### src/rtl/aes_pkg.sv
// Shared AES helpers: state/word types, GF(2^8) multiply, byte layout.
// Used by both the encryption and decryption datapaths.
package aes_pkg;

    localparam int NB = 4;

    typedef logic [127:0] state_t;
    typedef logic [31:0]  word_t;

    typedef enum logic [1:0] {
        IDLE,
        BUSY,
        DONE
    } imc_fsm_t;

    function automatic logic [7:0] gf_xtime(input logic [7:0] x);
        return {x[6:0], 1'b0} ^ (x[7] ? 8'h1b : 8'h00);
    endfunction

    function automatic logic [7:0] gf_mul(
        input logic [7:0] x,
        input logic [7:0] c
    );
        logic [7:0] x2;
        logic [7:0] x4;
        logic [7:0] x8;
        x2 = gf_xtime(x);
        x4 = gf_xtime(x2);
        x8 = gf_xtime(x4);
        unique case (c)
            8'h02:   return x2;
            8'h03:   return x2 ^ x;
            8'h09:   return x8 ^ x;
            8'h0b:   return x8 ^ x2 ^ x;
            8'h0d:   return x8 ^ x4 ^ x;
            8'h0e:   return x8 ^ x4 ^ x2;
            default: return 8'h00;
        endcase
    endfunction

    // MSB bit index of byte (row r, col c): column-major, MSB-first
    function automatic int byte_msb(input int r, input int c);
        return 127 - (c * 32 + r * 8);
    endfunction

endpackage

### src/rtl/inv_mix_column_word.sv
// Combinational InvMixColumn of one 32-bit column.
// Row 0 occupies the top byte of the word.
module inv_mix_column_word
    import aes_pkg::*;
(
    input  word_t col,
    output word_t res
);

    logic [7:0] a0;
    logic [7:0] a1;
    logic [7:0] a2;
    logic [7:0] a3;

    assign a0 = col[31:24];
    assign a1 = col[23:16];
    assign a2 = col[15:8];
    assign a3 = col[7:0];

    assign res[31:24] = gf_mul(a0, 8'h0e) ^ gf_mul(a1, 8'h0b)
                      ^ gf_mul(a2, 8'h0d) ^ gf_mul(a3, 8'h09);
    assign res[23:16] = gf_mul(a0, 8'h09) ^ gf_mul(a1, 8'h0e)
                      ^ gf_mul(a2, 8'h0b) ^ gf_mul(a3, 8'h0d);
    assign res[15:8]  = gf_mul(a0, 8'h0d) ^ gf_mul(a1, 8'h09)
                      ^ gf_mul(a2, 8'h0e) ^ gf_mul(a3, 8'h0b);
    assign res[7:0]   = gf_mul(a0, 8'h0b) ^ gf_mul(a1, 8'h0d)
                      ^ gf_mul(a2, 8'h09) ^ gf_mul(a3, 8'h0e);

endmodule

### src/rtl/inv_mix_columns_seq.sv
// Iterative AES InvMixColumns engine, one column per clock.
// Define INV_MIX_COLUMNS_PARALLEL_EN for four units and 1-clock latency.
module inv_mix_columns_seq
    import aes_pkg::*;
#(
    parameter int NB = aes_pkg::NB
) (
    input  logic         clk,
    input  logic         rst,
    input  logic         in_valid,
    output logic         in_ready,
    input  logic [127:0] in_state,
    input  logic         in_bypass,
    output logic         out_valid,
    input  logic         out_ready,
    output logic [127:0] out_state
);

    if (NB != 4) begin : g_bad_nb
        $error("inv_mix_columns_seq: NB must be 4");
    end

    imc_fsm_t state_q;
    imc_fsm_t state_d;
    state_t   work;
    state_t   out_q;
    state_t   out_next;
    logic     byp;

`ifdef INV_MIX_COLUMNS_PARALLEL_EN
    state_t mixed;

    for (genvar c = 0; c < 4; c++) begin : g_col
        inv_mix_column_word u_col (
            .col (work[byte_msb(0, c) -: 32]),
            .res (mixed[byte_msb(0, c) -: 32])
        );
    end

    // Whole state transformed in a single BUSY edge
    always_comb begin
        out_next = byp ? work : mixed;
    end
`else
    logic [1:0] col_idx;
    word_t      col_in;
    word_t      col_mix;
    word_t      col_out;

    inv_mix_column_word u_col (
        .col (col_in),
        .res (col_mix)
    );

    // Select the current column and splice its result into the output
    always_comb begin
        col_in   = work[byte_msb(0, 0) -: 32];
        out_next = out_q;
        unique case (col_idx)
            2'd0: col_in = work[byte_msb(0, 0) -: 32];
            2'd1: col_in = work[byte_msb(0, 1) -: 32];
            2'd2: col_in = work[byte_msb(0, 2) -: 32];
            2'd3: col_in = work[byte_msb(0, 3) -: 32];
            default: ;
        endcase
        col_out = byp ? col_in : col_mix;
        unique case (col_idx)
            2'd0: out_next[byte_msb(0, 0) -: 32] = col_out;
            2'd1: out_next[byte_msb(0, 1) -: 32] = col_out;
            2'd2: out_next[byte_msb(0, 2) -: 32] = col_out;
            2'd3: out_next[byte_msb(0, 3) -: 32] = col_out;
            default: ;
        endcase
    end

    // Column counter advances on every BUSY edge and wraps after col 3
    always_ff @(posedge clk) begin
        if (rst) begin
            col_idx <= 2'd0;
        end else if (state_q == IDLE) begin
            col_idx <= 2'd0;
        end else if (state_q == BUSY) begin
            col_idx <= col_idx + 2'd1;
        end
    end
`endif

    // State register
    always_ff @(posedge clk) begin
        if (rst) begin
            state_q <= IDLE;
        end else begin
            state_q <= state_d;
        end
    end

    // Next-state logic and handshake outputs
    always_comb begin
        state_d   = state_q;
        in_ready  = 1'b0;
        out_valid = 1'b0;
        unique case (state_q)
            IDLE: begin
                in_ready = 1'b1;
                if (in_valid) begin
                    state_d = BUSY;
                end
            end
            BUSY: begin
`ifdef INV_MIX_COLUMNS_PARALLEL_EN
                state_d = DONE;
`else
                if (col_idx == 2'd3) begin
                    state_d = DONE;
                end
`endif
            end
            DONE: begin
                out_valid = 1'b1;
                if (out_ready) begin
                    state_d = IDLE;
                end
            end
            default: state_d = IDLE;
        endcase
    end

    // Input capture on accept; output register written only while BUSY
    always_ff @(posedge clk) begin
        if (rst) begin
            work  <= '0;
            out_q <= '0;
            byp   <= 1'b0;
        end else if (state_q == IDLE && in_valid) begin
            work <= in_state;
            byp  <= in_bypass;
        end else if (state_q == BUSY) begin
            out_q <= out_next;
        end
    end

    assign out_state = out_q;

endmodule

### config.mk
export PLATFORM = sky130hd
export DESIGN_NAME = inv_mix_columns_seq
export DESIGN_NICKNAME = d
export VERILOG_FILES = /design/src/rtl/aes_pkg.sv /design/src/rtl/inv_mix_column_word.sv /design/src/rtl/inv_mix_columns_seq.sv
export SDC_FILE = /design/constraint.sdc
export NUM_CORES = 1
export LEC_CHECK = 0
export ABC_AREA = 1
export BUFFER_PORTS_ARGS = -buffer_cell sky130_fd_sc_hd__buf_4
export CORE_MARGIN = 3
export CORE_UTILIZATION = 35
export DETAILED_ROUTE_END_ITERATION = 10
export PLACE_DENSITY = 0.59
export SYNTH_ARGS = -nofsm -noshare
export SYNTH_HDL_FRONTEND = slang
export SYNTH_SLANG_ARGS = --single-unit
### constraint.sdc
create_clock -name clk -period 3.7 [get_ports clk]
set_clock_uncertainty 0.1 [all_clocks]
set_input_delay 0.37 -clock clk [delete_from_list [all_inputs] [get_ports clk]]
set_output_delay 0.37 -clock clk [all_outputs]
set_load 0.005 [all_outputs]
==> metrics.md <==
| Metric | Value |
|---|---|
| DIE WIDTH | `213.5 um` |
| Cells after synthesis | `2302` |
| Setup violators final | `0` |
| Hold Crit Start | `in_state[105]` |
| Syn_area_per_cell | `6.545 um2` |
| R2r setup slk | `0.23 ns` |
| WL final | `60230 um` |
| Grt ovf | `0` |
| Post-Route Utilization | `0.4752` |
| I/O pin total | `263` |
| Combinational family with the most area after synthesis | `simple AND/OR/NAND/NOR gates` |
| Synth Area in XOR/XNOR | `0.07466` |
| Fin crit period | `3.469 ns` |
| Synth unique cells | `44` |
| CP Max Fanout | `19` |
| TritonCTS clock tree | `yes` |
| CTS root buf | `clkbuf_16` |
| # nets final | `2817` |
| Floorplan row count | `75` |
| Max-slew violations | `0` |
| Largest net degree at the start of global routing | `138` |
| Multi-input logic area | `8643 um2` |
| Overall routing resource usage | `0.2575` |
| Final GP Congestion | `0.9672` |
| Met2 wire len | `28930 um` |
| Post-route DRC | `0` |
| Worst hold endpoint | `work[105]` |
| Worst path bufs/invs | `3` |
| #FFs+latches synth | `261` |
| CTS buffer count | `29` |
| Fillers | `4253` |
| Max_slew headroom | `0.4043` |
| Post-synthesis mux area share | `0` |
| Vias in the first global route | `15207` |
| Static Leak | `10.05 nW` |
| Asr flop ratio synth | `0` |
| Adder-cell share of the synthesized area | `0.004152` |
| R2r endpoint | `out_state[124]` |
| Number of enable flip-flop cells after synthesis | `0` |
| CTS Sinks | `261` |
| Die footprint | `45570 um2` |
| CP dominant cell by count | `nand2_1` |
| Post-synthesis simple-gate area fraction | `0.3507` |
| Total core area | `42230 um2` |
| Via density | `4.893` |
| RR Startpoint | `col_idx[0]` |
| Syn. warnings | `0` |
| Initial Utilization | `0.3568` |
| Max Used Layer | `met4` |
| Maximum capacitance violations | `0` |
| Syn Std Cell Area | `15070 um2` |
| CP max stage delay | `0.38 ns` |
| CP startpoint kind | `register` |
| Hold Crit Class | `primary input to register` |
| Diodes inserted | `0` |
| Post-route ant nets | `0` |
| Worst Setup Path Type | `register to register` |
| CTS max path bufs | `3` |
| Worst path slowest cell | `dfxtp_1` |
| Fmax | `0.2882 GHz` |
| Actual slew at the worst max-slew pin | `0.8936 ns` |
| Peak VDD IR | `354.2 uV` |
| Compound-Gate Fraction of Synth Area | `0.1394` |
| M1 wire length | `25600 um` |
| Final Hold Viols | `0` |
| CP endpoint kind | `register` |
| Via count | `15858` |
| Register area | `5225 um2` |
| Worst-path cell chain | `inv_1 > ha_1 > inv_4 > buf_12 > or2_2 > o21a_1 > nand2_1 > nand2_2 > nand2_1 > nand2_1 > nand2_1 > nand2_1 > nand2_1 > nand3_1 > nand2_1 > nand2_1 > nand3_1 > nand2_2 > a21oi_1` |
| CP delay by family, top | `simple AND/OR/NAND/NOR gates` |
| Synth top area share | `0.3468` |
| Hpwl dp | `46040 um` |
| Result of the run | `finished clean` |
| Worst Hold Depth | `3` |
| PD cells | `559.5 nW/um2` |
| Yosys top cell by area | `dfxtp_1` |
| Port Buffers | `262` |
| Initial DRC Count | `1123` |
| Top FF cell, synth | `dfxtp_1` |
| Crit share post-route | `0.9376` |
| Layout area overhead | `33.19%` |
| RSZ-0062 raised after global routing | `false` |
| Top cells by area, synth | `dfxtp_1, nand2_1, nor2_1, nand3_1, o21ai_0` |
| Routed WL per cell | `18.58 um` |
| Layout cells sized above 1 | `0.1788` |
| Total negative slack | `0 ns` |
| WP data arrival | `3.80 ns` |
| H-tree depth | `1` |
| DR WL met3 | `3282 um` |
| Reg2Reg Depth | `19` |
| First-pass GRT wire length | `89500 um` |
| Register area share after synthesis | `0.3468` |
| CP required | `4.04 ns` |
| CTS clk-pin slew, worst paths | `0.06 ns` |
| Net count after synthesis | `2440` |
| Antenna violations before repair | `0` |
| Chip height | `213.5 um` |
| First-pass DRT Iterations | `8` |
| Clock Latency Late Sink | `0.58 ns` |
-- cell families after synthesis --
family                   after synthesis
AND/OR/NAND/NOR                     1269
flip-flops                           261
AO/OA/AOI/OAI                        344
XOR/XNOR                             122
buffers and inverters                301
adder cells (fa/ha/maj)                5
-- synthesized netlist by cell type, drive strengths merged (14+ instances only) --
cell type  number
a21oi          54
buf            32
nand3b         14
o21a           95
xnor2          33
dfxtp         261
o21ai         178
nand3         214
inv           190
nand2         716
nor2          306
clkbuf         76
xor2           89
-- how the worst max path moves through the flow --
stage	start	end	slack, ns	cells after the start
after floorplan	col_idx[0]	out_state[112]	1.11	17
after global placement	col_idx[0]	out_state[28]	0.13	20
after detailed placement	col_idx[0]	out_state[28]	0.03	20
after CTS	col_idx[0]	out_state[124]	0.002	20
after global routing	col_idx[0]	out_state[124]	0.004	21
final	col_idx[0]	out_state[124]	0.23	19
-- tightest hold or removal path: stages --
cell	delay, ns
buf_4	0.07
o21ai_0	0.10
nor2_1	0.11
-- stage by stage --
step | hold slack [ns] | total power, W | cells | setup WS (ns) | cell area [um2]
floorplan | 0.3245 | 0.006343 | 2302 | 1.113 | 15070
global placement | 0.3415 | 0.008151 | 3065 | 0.1314 | 17800
detailed placement | 0.3450 | 0.008176 | 3065 | 0.03383 | 17800
CTS | 0.001115 | 0.01122 | 3235 | 0.001770 | 19940
global route | 0.01356 | 0.01195 | 3241 | 0.004167 | 20070
finish | 0.01841 | 0.01123 | 3241 | 0.2307 | 20070
-- repair_timing --
item / CTS / global route
setup buffers: 0 / 5
endpoints found under the hold margin: 116 / 0
endpoints found under the setup margin: 0 / 57
gates resized for setup: 0 / 16
hold buffers: 116 / 0
-- cell type report --
class / instances / area share
Tap cell: 539 / 0.03361
Clock buffer: 48 / 0.04521
Clock inverter: 6 / 0.003803
Inverter: 193 / 0.03673
Multi-Input combinational cell: 1740 / 0.4307
Sequential cell: 261 / 0.2604
Timing Repair Buffer: 454 / 0.1896
-- metal layers --
| layer | vias up | track usage |
|---|---|---|
| met4 | 0 | 0.09435 |
| met3 | 95 | 0.04272 |
| met1 | 7298 | 0.3221 |
| li1 | 8027 | - |
| met5 | - | 0 |
| met2 | 438 | 0.4479 |
-- where the power goes --
part / leakage (nW) / internal, W / switching (W)
clock network: 0.482 / 0.00174 / 0.00119
logic: 7.42 / 0.00180 / 0.00336
registers: 2.14 / 0.00301 / 0.000125
-- cells in the final DEF, fill, tap and decap left out, types with 6 or more instances in the layout --
cell,netlist,layout
inv_2,10,11
clkbuf_1,76,8
buf_4,9,330
o21a_1,95,95
nand3_1,206,205
or2_2,6,6
nand2_1,692,688
xnor2_1,32,32
buf_12,1,7
clkbuf_16,0,30
o21ai_2,7,7
nand3b_1,14,14
nand3_2,8,9
dfxtp_1,261,261
nand2_2,22,24
a21oi_1,52,52
nor2_2,9,6
xor2_1,84,84
dlygate4sd3_1,0,116
inv_1,180,177
clkbuf_8,0,11
nor2_4,3,8
nor2_1,294,292
o21ai_0,169,169
-- flip-flops by register name (all words and copies together) (netlist names) --
register   count
out_state    128
byp            1
state_q        2
work         128
col_idx        2
Note: power is estimated with default switching activity, not from simulation.
